$ cat src/rtl/bip_program_loader_pkg.sv
// Shared BIP definitions: instruction field layout, the HLT opcode, default
// memory geometry, and the program-loader state encoding.
package bip_program_loader_pkg;

  localparam int ADDR_WIDTH_DEF = 11;
  localparam int DATA_WIDTH_DEF = 16;
  localparam int OPCODE_WIDTH   = 5;

  localparam logic [OPCODE_WIDTH-1:0] HLT_OPCODE = 5'b00000;

  localparam logic [2:0] LD_IDLE    = 3'd0;
  localparam logic [2:0] LD_WAIT_HI = 3'd1;
  localparam logic [2:0] LD_WAIT_LO = 3'd2;
  localparam logic [2:0] LD_WRITE   = 3'd3;
  localparam logic [2:0] LD_RUN     = 3'd4;

  typedef enum logic [2:0] {
    ST_IDLE    = LD_IDLE,
    ST_WAIT_HI = LD_WAIT_HI,
    ST_WAIT_LO = LD_WAIT_LO,
    ST_WRITE   = LD_WRITE,
    ST_RUN     = LD_RUN
  } ld_state_e;

endpackage

$ cat src/rtl/bip_program_loader_if.sv
// Byte stream in from the UART receiver and word write bus out to program
// memory. Handshake: i_rx_valid is a one-cycle strobe with no back-pressure
// (a byte is taken on every clock edge where it is high); o_mem_we is the only
// qualifier of o_mem_addr/o_mem_data and is high for exactly one cycle per word.
interface bip_program_loader_if #(
  parameter int ADDR_WIDTH = 11,
  parameter int DATA_WIDTH = 16
);
  logic [7:0]            i_rx_data;
  logic                  i_rx_valid;
  logic [ADDR_WIDTH-1:0] o_mem_addr;
  logic [DATA_WIDTH-1:0] o_mem_data;
  logic                  o_mem_we;

  // Byte source / memory sink side.
  modport master (
    output i_rx_data, i_rx_valid,
    input  o_mem_addr, o_mem_data, o_mem_we
  );

  // Loader side.
  modport slave (
    input  i_rx_data, i_rx_valid,
    output o_mem_addr, o_mem_data, o_mem_we
  );
endinterface

$ cat src/rtl/bip_program_loader.sv
// BIP program loader: assembles big-endian 16-bit words from received bytes,
// writes them to consecutive program-memory addresses from 0, and holds the
// CPU in reset until HLT has been written or memory is full.
module bip_program_loader
  import bip_program_loader_pkg::*;
#(
  parameter int ADDR_WIDTH = ADDR_WIDTH_DEF,
  parameter int DATA_WIDTH = DATA_WIDTH_DEF
) (
  input  logic                  clk,
  input  logic                  rst,
  input  logic                  i_start,
  bip_program_loader_if.slave   bus,
  output logic                  o_cpu_rst,
  output logic                  o_loaded,
  output logic [ADDR_WIDTH:0]   o_word_count,
  output logic                  o_overrun,
  output ld_state_e             o_dbg_state
);

  localparam logic [ADDR_WIDTH-1:0] ADDR_ONE = 1;
  localparam logic [ADDR_WIDTH:0]   CNT_ONE  = 1;

  ld_state_e             state_q, state_d;
  logic [7:0]            hi_byte_q, hi_byte_d;
  logic [ADDR_WIDTH-1:0] mem_addr_q, mem_addr_d;
  logic [DATA_WIDTH-1:0] mem_data_q, mem_data_d;
  logic                  mem_we_q, mem_we_d;
  logic                  cpu_rst_q, cpu_rst_d;
  logic                  loaded_q, loaded_d;
  logic [ADDR_WIDTH:0]   word_count_q, word_count_d;
  logic                  overrun_q, overrun_d;
  logic                  restart;
  logic                  last_word;

  // The load ends on HLT or after writing the top address.
  assign last_word = (mem_data_q[DATA_WIDTH-1 -: OPCODE_WIDTH] == HLT_OPCODE) ||
                     (mem_addr_q == '1);

  // Next-state and datapath; i_start takes priority over any byte strobe.
  always_comb begin
    state_d      = state_q;
    hi_byte_d    = hi_byte_q;
    mem_addr_d   = mem_addr_q;
    mem_data_d   = mem_data_q;
    mem_we_d     = 1'b0;
    cpu_rst_d    = cpu_rst_q;
    loaded_d     = loaded_q;
    word_count_d = word_count_q;
    overrun_d    = overrun_q;
    restart      = 1'b0;
    case (state_q)
      ST_IDLE: begin
        if (i_start) restart = 1'b1;
      end
      ST_WAIT_HI: begin
        if (i_start) begin
          restart = 1'b1;
        end else if (bus.i_rx_valid) begin
          hi_byte_d = bus.i_rx_data;
          state_d   = ST_WAIT_LO;
        end
      end
      ST_WAIT_LO: begin
        if (i_start) begin
          restart = 1'b1;
        end else if (bus.i_rx_valid) begin
          mem_data_d = {hi_byte_q, bus.i_rx_data};
          mem_we_d   = 1'b1;
          state_d    = ST_WRITE;
        end
      end
      ST_WRITE: begin
        if (i_start) begin
          restart = 1'b1;
        end else begin
          word_count_d = word_count_q + CNT_ONE;
          // No buffering: a byte arriving during the write cycle is lost.
          if (bus.i_rx_valid) overrun_d = 1'b1;
          if (last_word) begin
            state_d   = ST_RUN;
            cpu_rst_d = 1'b1;
            loaded_d  = 1'b1;
          end else begin
            mem_addr_d = mem_addr_q + ADDR_ONE;
            state_d    = ST_WAIT_HI;
          end
        end
      end
      ST_RUN: begin
        if (i_start) restart = 1'b1;
      end
      default: state_d = ST_IDLE;
    endcase
    if (restart) begin
      state_d      = ST_WAIT_HI;
      hi_byte_d    = '0;
      mem_addr_d   = '0;
      mem_we_d     = 1'b0;
      cpu_rst_d    = 1'b0;
      loaded_d     = 1'b0;
      word_count_d = '0;
      overrun_d    = 1'b0;
    end
  end

  // State and output registers with synchronous active-low reset.
  always_ff @(posedge clk) begin
    if (!rst) begin
      state_q      <= ST_IDLE;
      hi_byte_q    <= '0;
      mem_addr_q   <= '0;
      mem_data_q   <= '0;
      mem_we_q     <= 1'b0;
      cpu_rst_q    <= 1'b0;
      loaded_q     <= 1'b0;
      word_count_q <= '0;
      overrun_q    <= 1'b0;
    end else begin
      state_q      <= state_d;
      hi_byte_q    <= hi_byte_d;
      mem_addr_q   <= mem_addr_d;
      mem_data_q   <= mem_data_d;
      mem_we_q     <= mem_we_d;
      cpu_rst_q    <= cpu_rst_d;
      loaded_q     <= loaded_d;
      word_count_q <= word_count_d;
      overrun_q    <= overrun_d;
    end
  end

  assign bus.o_mem_addr = mem_addr_q;
  assign bus.o_mem_data = mem_data_q;
  assign bus.o_mem_we   = mem_we_q;
  assign o_cpu_rst      = cpu_rst_q;
  assign o_loaded       = loaded_q;
  assign o_word_count   = word_count_q;
  assign o_overrun      = overrun_q;
  assign o_dbg_state    = state_q;

endmodule

$ cat src/flat_wrapper.sv
// flat-port wrapper written by rule: the top's interface ports become plain ports
module bip_program_loader_flat import bip_program_loader_pkg::*;
#(
  parameter int ADDR_WIDTH = ADDR_WIDTH_DEF,
  parameter int DATA_WIDTH = DATA_WIDTH_DEF
)
  (clk, rst, i_start, o_cpu_rst, o_loaded, o_word_count, o_overrun, o_dbg_state, bus_i_rx_data, bus_i_rx_valid, bus_o_mem_addr, bus_o_mem_data, bus_o_mem_we);
  bip_program_loader_if #(.ADDR_WIDTH(ADDR_WIDTH), .DATA_WIDTH(DATA_WIDTH)) bus_i ();
  input  logic clk;
  input  logic rst;
  input  logic i_start;
  output logic o_cpu_rst;
  output logic o_loaded;
  output logic [ADDR_WIDTH:0] o_word_count;
  output logic o_overrun;
  output ld_state_e o_dbg_state;
  input wire logic [$bits(bus_i.i_rx_data)-1:0] bus_i_rx_data;
  input wire logic [$bits(bus_i.i_rx_valid)-1:0] bus_i_rx_valid;
  output wire logic [$bits(bus_i.o_mem_addr)-1:0] bus_o_mem_addr;
  output wire logic [$bits(bus_i.o_mem_data)-1:0] bus_o_mem_data;
  output wire logic [$bits(bus_i.o_mem_we)-1:0] bus_o_mem_we;
  assign bus_i.i_rx_data = bus_i_rx_data;
  assign bus_i.i_rx_valid = bus_i_rx_valid;
  assign bus_o_mem_addr = bus_i.o_mem_addr;
  assign bus_o_mem_data = bus_i.o_mem_data;
  assign bus_o_mem_we = bus_i.o_mem_we;
  bip_program_loader #(.ADDR_WIDTH(ADDR_WIDTH), .DATA_WIDTH(DATA_WIDTH)) u_core (.clk(clk), .rst(rst), .i_start(i_start), .bus(bus_i), .o_cpu_rst(o_cpu_rst), .o_loaded(o_loaded), .o_word_count(o_word_count), .o_overrun(o_overrun), .o_dbg_state(o_dbg_state));
endmodule
$ cat config.mk
export PLATFORM = sky130hd
export DESIGN_NAME = bip_program_loader_flat
export DESIGN_NICKNAME = d
export VERILOG_FILES = /design/src/rtl/bip_program_loader_pkg.sv /design/src/rtl/bip_program_loader_if.sv /design/src/rtl/bip_program_loader.sv /design/src/flat_wrapper.sv
export SDC_FILE = /design/constraint.sdc
export NUM_CORES = 1
export LEC_CHECK = 0
export BUFFER_PORTS_ARGS = -buffer_cell sky130_fd_sc_hd__buf_2
export CAP_MARGIN = 20
export CORE_ASPECT_RATIO = 0.6
export CORE_MARGIN = 5
export CORE_UTILIZATION = 30
export DETAILED_ROUTE_END_ITERATION = 12
export PLACE_DENSITY_LB_ADDON = 0.1
export RECOVER_POWER = 50
export SETUP_SLACK_MARGIN = 0.1
export SLEW_MARGIN = 20
export SYNTH_ARGS = -nofsm -noshare
export SYNTH_HDL_FRONTEND = slang
export SYNTH_SLANG_ARGS = --single-unit
$ cat constraint.sdc
create_clock -name clk -period 4.3 [get_ports clk]
set_input_delay 0.86 -clock clk [delete_from_list [all_inputs] [get_ports clk]]
set_output_delay 0.86 -clock clk [all_outputs]
set_load 0.02 [all_outputs]
==> results, run 1 <==
- For this run, the post-layout net count is 323.
- The total iterations of the first detailed-routing run is 4.
- Compared with the post-synthesis result, the final layout area differs by 20.6%.
- The total length of routed met3 wires is 335 um.
- The final weighted congestion in routability-driven placement is 0.714.
- The die covers 9310 um^2.
- The portion of the clock cycle consumed by the worst path in the final layout is 53.1%.
- The buffer depth of the longest clock path is 2.
- The worst setup path is of the in2reg kind.
- The worst setup path is launched from a primary input.
- Data on the critical path arrives at its endpoint at 2470 ps.
- The I/O pin total is 58.
- Net switching is 20.8% of the power.
- The required time at the endpoint of the critical path is 4490 ps.
- Hold repair after CTS inserted 0 buffers.
- The standard-cell row count is 24.
- The count of final max-slew check failures was 0.
- The final global-route overflow total is 0.
- Sequential elements use 47.6% of the synthesized area.
- The worst hold slack is 452 ps.
- The routed design uses 2180 um of met2 wire.
- Yosys attributes the largest share of cell area to sky130_fd_sc_hd__dfxtp_1 48%, sky130_fd_sc_hd__nand2_1 7.4%, sky130_fd_sc_hd__a21oi_1 7.2%.
- Along the worst hold path, the cell count comes to 2.
- The run finished with clean final reports.
- In this run the tightest slew margin relative to its limit is 2.83%.
- The total standard cell area after synthesis is 2230 um^2.
- The path with the worst hold slack has its endpoint at u_core.bus.o_mem_data[14]$_SDFFE_PN0P_.
- The number of antenna violations at the first check in global routing is 0.
- The average routed wire per standard cell is 13.3 um.
- The overall fraction of global-route tracks in use is 12.1%.
- Entering global routing, the biggest net connects 31 pins.
- Measured along the y axis, the die boundary spans 76.8 um.
- The first-pass GRT wire length is 9200 um.
- The routed design has 5510 um of wire.
- The largest clock skew in the final design is 5.74 ps.
- The die is 121 um wide.
- The synthesized flop and latch total is 53.
- The share of synthesized area in the top cell type comes to 47.6%.
- Cells fill 37.2% of the core in the end.
- In this run, synthesis inferred 0 flip-flops with an integrated enable.
- STA classifies the critical path endpoint as a flip-flop.
- The transition time at the pin with the least slew margin is 1460 ps.
- In this run, the combinational gates consume 3.3% of the power.
- In the synthesized netlist the dominant register cell turns out to be sky130_fd_sc_hd__dfxtp_1.
- The number of warnings printed during yosys synthesis is 0.
- The starting utilization of the core area is 30.8%.
- The count of antenna-violating nets left after detailed routing is 0.
- Of the total power, registers draw 52.3%.
- The mean instance size in the synthesized netlist is 8.71 um^2.
- Tracing the worst setup path back leads to its startpoint at rst.
- In this run the top signal layer used is met4.
- The post-route netlist has 9.68% of its cells at a drive strength greater than 1.
- Summing all placed instances gives a cell area of 2580 um^2.
- After clock tree synthesis, the setup repair step added 0 buffers.
- Setup repair after global routing left no endpoint under its margin.
- Setup violations remaining at the end of the flow were counted as 0.
- The worst supply voltage drop on vdd is 0.155 mV.
- The worst register-to-register path has a depth of 5.
- The completed layout was analyzed and its total power is 0.000947 W.
- The number of buffers added on ports is 57.
- The relative contribution of the clock network to total power is 44.3%.
- The kind of path behind the tightest hold check is reg2reg.
- The total power divided by cell area is 352 nW/um^2.
- In the layout the commonest cells are 53 x sky130_fd_sc_hd__dfxtp_1, 44 x sky130_fd_sc_hd__nand2_1, 42 x sky130_fd_sc_hd__clkbuf_1, 32 x sky130_fd_sc_hd__a21oi_1, 23 x sky130_fd_sc_hd__nor2_1.
- The detailed router finished its first iteration with 43 violations.
- The total core area is 7240 um^2.
- For flop-to-flop paths, the worst setup slack is 2050 ps.
- The number of remaining DRC errors is 0.
- The wire-length estimate of the detail-placed layout is 3960 um.
- The count of mapped cells out of synthesis is 256.
- The tree is rooted in a sky130_fd_sc_hd__clkbuf_16.
- The TritonCTS clock tree is yes.
- The worst reg2reg path endpoint is u_core.bus.o_mem_addr[4]$_SDFFE_PP0P_.
- Max-cap violations in this run came to 0.
- The number of antenna diodes is 0.
- The startpoint of the tightest hold check path is u_core.hi_byte_q[6]$_SDFFE_PP0P_.
- The via count is 1953.
- In this run the critical register-to-register path is launched from u_core.o_dbg_state[0]$_SDFFE_PN0P_.
- After clock tree synthesis, the clock-pin slew on the worst setup and hold paths is 70 ps.
- For the worst-skew pair, the clock arrives at the later sink with an insertion delay of 290 ps.
- The largest total area in the synthesized netlist belongs to sky130_fd_sc_hd__dfxtp_1.
- Summed over all cells, the static leakage comes to 0.945 nW.
- The share of async-settable or async-resettable flops after synthesis is 0%.
- The number of gates resized after CTS is 0.
- The routed length on met1 is 2930 um.
- The net switching power figure is 0.000197 W.
- Cell internal power was estimated by the tool at 0.000750 W.
- The clock tree synthesis step divided the H-tree into 2 levels.
- The design area is 2690 um^2.
- The number of buffers created by CTS is 5.
- The maximum fanout encountered on the critical timing path is 19.
- Adding up every negative setup slack in the final design gives 0 ps.
- The number of hold-slack violations in the final timing report is 0.
- In the routed layout, each cell is associated on average with a via count of 4.72.
- When the netlist entered floorplanning its net count stood at 270.
- The via count of the first global-routing pass is 1839.
- Counting every sink on the clock net gives 53.
- In this run, distinct cell masters in the synthesized netlist total 40.
- The most frequent standard cell in the layout excluding fill and tap cells is sky130_fd_sc_hd__dfxtp_1.
- The top achievable clock speed is 438 MHz.
- The minimum period implied by the final worst setup slack is 2280 ps.
==> cells by family (layout without fill, tap and decap cells) <==
| family | after synthesis | after routing | share of synthesized area [%] |
|---|---|---|---|
| AND/OR/NAND/NOR | 113 | 113 | 25.6 |
| AO/OA/AOI/OAI | 54 | 54 | 14.1 |
| flip-flops | 53 | 53 | 47.6 |
| buffers and inverters | 17 | 71 | 4.21 |
| multiplexers | 11 | 11 | 4.94 |
| XOR/XNOR | 6 | 6 | 2.36 |
| adder cells (fa/ha/maj) | 2 | 2 | 1.12 |
==> state kept, by name (all words and copies together) (netlist names) <==
register and flops:
u_core.o_dbg_state 3, u_core.o_cpu_rst 1, u_core.o_word_count 12, u_core.hi_byte_q 8
u_core.bus.o_mem_addr 11, u_core.bus.o_mem_data 16, u_core.o_overrun 1, u_core.bus.o_mem_we 1
==> worst max-delay path by stage <==
stage                                                 end  depth (start not counted)
finish              u_core.bus.o_mem_addr[5]$_SDFFE_PP0P_                          5
global route        u_core.bus.o_mem_addr[5]$_SDFFE_PP0P_                          5
CTS                    u_core.o_dbg_state[0]$_SDFFE_PN0P_                          5
detailed placement  u_core.bus.o_mem_addr[5]$_SDFFE_PP0P_                          5
global placement    u_core.bus.o_mem_addr[5]$_SDFFE_PP0P_                          5
floorplan            u_core.o_word_count[11]$_SDFFE_PP0P_                          5
==> power by group through the flow <==
stage | clock, W | combinational (W) | sequential (W)
floorplan | 0 | 0.0000188 | 0.000507
global placement | 0 | 0.0000328 | 0.000507
detailed placement | 0 | 0.0000327 | 0.000507
CTS | 0.000439 | 0.0000328 | 0.000495
global route | 0.000459 | 0.0000361 | 0.000496
finish | 0.000420 | 0.0000316 | 0.000496
==> synth_stat cells (all sizes together), types with 3 or more instances <==
| cell | n |
|---|---|
| dfxtp | 53 |
| nand2 | 44 |
| a21oi | 32 |
| nor2 | 23 |
| o21ai | 12 |
| mux2i | 11 |
| buf | 8 |
| nand3 | 8 |
| or3 | 7 |
| nand4 | 6 |
| or4 | 5 |
| and2 | 4 |
| clkbuf | 4 |
| inv | 4 |
| xor2 | 4 |
| and3 | 3 |
| nand2b | 3 |
| nor3 | 3 |
| o31ai | 3 |
==> layout make-up <==
type / count / area [um^2]
clock buffer: 7 / 153
clock inverter: 1 / 5.00
fill: 790 / 4550
inverter: 5 / 18.8
multi-input combinational: 186 / 1080
sequential: 53 / 1060
tap: 104 / 130
timing repair buffer: 58 / 238
==> layer usage <==
metal  vias to the layer above  global-route usage [%]
li1                       1003                       -
met1                       897                    17.6
met2                        45                    16.7
met3                         8                    4.26
met4                         0                    3.36
met5                         -                       0
==> through the flow <==
stage | worst slack, ps | std cells
after global routing | 1720 | 414
after global placement | 1800 | 406
after CTS | 1990 | 414
after detailed placement | 1760 | 406
final | 2020 | 414
after floorplan | 2290 | 256
==> critical path, cell delays in order <==
cell                       delay [ps]
sky130_fd_sc_hd__clkbuf_1         120
sky130_fd_sc_hd__clkinv_1         460
sky130_fd_sc_hd__a21oi_1          680
sky130_fd_sc_hd__o311ai_0         250
sky130_fd_sc_hd__o41ai_1          100
Power figures use the tool's default switching activity.
==> inputs of run 2 (changes only) <==
==> constraint.sdc (replaced) <==
create_clock -name clk -period 2.08 [get_ports clk]
set_input_delay 0.416 -clock clk [delete_from_list [all_inputs] [get_ports clk]]
set_output_delay 0.416 -clock clk [all_outputs]
set_load 0.02 [all_outputs]
==> results, run 2 (synthesis gave the netlist of run 1 again) <==
- The run finished with clean final reports.
- After the last flow step, the layout net total stands at 331.
- Setup repair after global routing left no endpoint under its margin.
- The top achievable clock speed is 578 MHz.
- TritonCTS built the clock tree.
- Counting the fill cells in the layout gives 780.
- The clock latency at the later pin of the worst-skew pair is 290 ps.
- The worst supply voltage drop on vdd is 0.271 mV.
- Counting tap cells, the placed design contains a total of 414 instances.
- The element type at the critical path end is a flip-flop.
- The number of hold-slack violations in the final timing report is 0.
- The post-route setup TNS is 0 ps.
- The number of gates resized after CTS is 0.
- The share of total power dissipated in sequential elements is 49.5%.
- The overall routed net length is 5670 um.
- The detail route stage leaves a number of antenna-violating nets equal to 0.
- The critical path data arrival time is 1950 ps.
- The proportion of total power due to net switching is 20.5%.
- Once the clock tree was built, the setup fixing pass inserted 0 buffers.
- 58 I/O pins were placed.
- The remaining max-slew budget at the tightest pin is 44.6%.
- The worst register-to-register path begins at u_core.o_dbg_state[0]$_SDFFE_PN0P_.
- The smallest clock period supported by the final layout is computed as 1730 ps.
- The number of standard cells in the layout, taps in and fillers out is 422.
- For this run, design rule violations remaining after detail routing come to 0.
- The share of total power dissipated in the clock network is 47.1%.
- Tracing the worst setup path back leads to its startpoint at u_core.o_dbg_state[0]$_SDFFE_PN0P_.
- The portion of the clock cycle consumed by the worst path in the final layout is 83.1%.
- Of all nets on the critical path, the largest fanout is 19.
- The clock net sink count is 53.
- Dividing the detail-routed via count by the number of cells gives 4.71.
- The launching element type of the critical path is a flip-flop.
- The total power after layout is 0.00207 W.
- The multi-input logic area is 1070 um^2.
- The core region is 7240 um^2.
- The largest clock skew in the final design is 5.21 ps.
- Entering global routing, the biggest net connects 28 pins.
- Summed over all layers, the global routing overflow is 0.
- The top cell types in the final layout, fill and taps aside, are 53 x sky130_fd_sc_hd__dfxtp_1, 45 x sky130_fd_sc_hd__clkbuf_1, 44 x sky130_fd_sc_hd__nand2_1, 32 x sky130_fd_sc_hd__a21oi_1, 23 x sky130_fd_sc_hd__nor2_1.
- The startpoint of the tightest hold check path is bus_i_rx_data[2].
- Dividing total power by cell area gives a power density of 751 nW/um^2.
- The analysis attributes to cell leakage a power of 0.957 nW.
- The required time at the endpoint of the critical path is 2300 ps.
- The flip-flop count of the largest register after layout is 16.
- Hold is met by 374 ps.
- For this run, global-route usage on met1 was measured as 18.4%.
- The final weighted congestion in routability-driven placement is 0.707.
- CTS built an H-tree with a depth of 2.
- The average routed wire per standard cell is 13.4 um.
- The library cell used most frequently in the layout, excluding fill and tap cells, is sky130_fd_sc_hd__dfxtp_1.
- The floorplan die area is 9310 um^2.
- The fraction of layout instances using a drive strength above 1 is 11.0%.
- Summed over all nets, the half-perimeter wirelength after detailed placement is 4090 um.
- The number of DRC markers after the initial detailed-route iteration is 97.
- The internal portion of the total power is 0.00165 W.
- Clock-pin slew was measured on the worst setup and hold paths at 70 ps.
- The net switching power figure is 0.000424 W.
- The global routing stage identified its most utilized layer as met2.
- The worst hold path belongs to the class in2reg.
- The combinational fraction of design power is 3.4%.
- The area growth from synthesis to layout is 23.6%.
- The setup violation total in the final timing report is 0.
- After routing the design area is 2760 um^2.
- The global routing met2 resource utilization is 18.6%.
- In this run the deepest clock path goes through 2 buffers.
- The number of buffers created by CTS is 5.
- In this run the core area contains 24 standard-cell rows.
- For this run, the detailed router's first-pass iteration total came to 4.
- Port buffering added 57 buffers.
- The via count is 1989.
- The count of final max-slew check failures is 0.
- The initial utilization of the core area, before any placement, comes to 30.8%.
- The number of antenna violations at the first check in global routing is 0.
- The first global-routing pass estimated 9830 um of wire.
- In the final layout, flip-flops and latches occupy 1060 um^2.
- At the pin with the least slew margin, the transition time is 831 ps.
- In the global route stage, met3 resource usage came out at 4.04%.
- The number of antenna diodes is 0.
- The max capacitance violation total is 0.
- The vertical die dimension is 76.8 um.
- Global routing used 12.9% of the available tracks across all layers.
- The cell area after placement is 2640 um^2.
- The root buffer cell is sky130_fd_sc_hd__clkbuf_16.
- The number of buffers added to fix hold violations after cts is 0.
- Measured along the x axis, the die boundary spans 121 um.
- The via count of the first global-routing pass is 1978.
- The type of the setup path with the least slack is reg2reg.
run 2: cell types whose count changed in the layout (fill, tap and decap cells not counted), sizes merged:
cell / delta
buf: +5
clkbuf: +2
bufinv: +1
clkinv: -1
clkinvlp: +1
run 2: power by group through the flow:
stage / Sequential, W / Combinational, W / Clock (W)
after floorplan: 0.00105 / 0.0000388 / 0
after global placement: 0.00105 / 0.0000731 / 0
after detailed placement: 0.00105 / 0.0000730 / 0
after CTS: 0.00102 / 0.0000732 / 0.00101
after global routing: 0.00103 / 0.0000805 / 0.00106
final: 0.00102 / 0.0000713 / 0.000974
run 2: final cells by class:
type	instances	share of cell area, %
clock buffers	6	5.04
clock inverters	2	1.36
inverters	5	0.681
multi-input cells	186	39.0
flip-flops and latches	53	38.5
well taps	104	4.72
repair buffers	66	10.7
run 2: worst max-delay path: stages, from the launching register on:
cell and delay, ps:
sky130_fd_sc_hd__dfxtp_1 480, sky130_fd_sc_hd__and4bb_4 370, sky130_fd_sc_hd__o21ai_4 160, sky130_fd_sc_hd__or4_1 500, sky130_fd_sc_hd__a21oi_1 150
run 2: metal layers:
layer  share of wire [%]  vias to the layer above
met5                   0                        -
met4                0.78                        0
met3                 6.9                        5
met2                  40                       48
met1                  53                      914
li1                    -                     1022
run 2: worst paths after layout:
| kind | depth (start not counted) | slack, ps | endpoint |
|---|---|---|---|
| worst max-delay path | 4 | 350 | u_core.bus.o_mem_addr[8]$_SDFFE_PP0P_ |
| worst min-delay path | 3 | 370 | u_core.bus.o_mem_data[2]$_SDFFE_PN0P_ |
| worst max register to register | 4 | 350 | u_core.bus.o_mem_addr[8]$_SDFFE_PP0P_ |
| worst min register to register | 2 | 450 | u_core.bus.o_mem_data[4]$_SDFFE_PN0P_ |
run 2: stage by stage:
step / utilization [%] / setup slack, ps
after floorplan: - / 391
after global placement: 36.4 / 248
after detailed placement: 36.4 / 212
after CTS: 38.9 / 363
after global routing: 38.1 / 181
final: 38.1 / 351
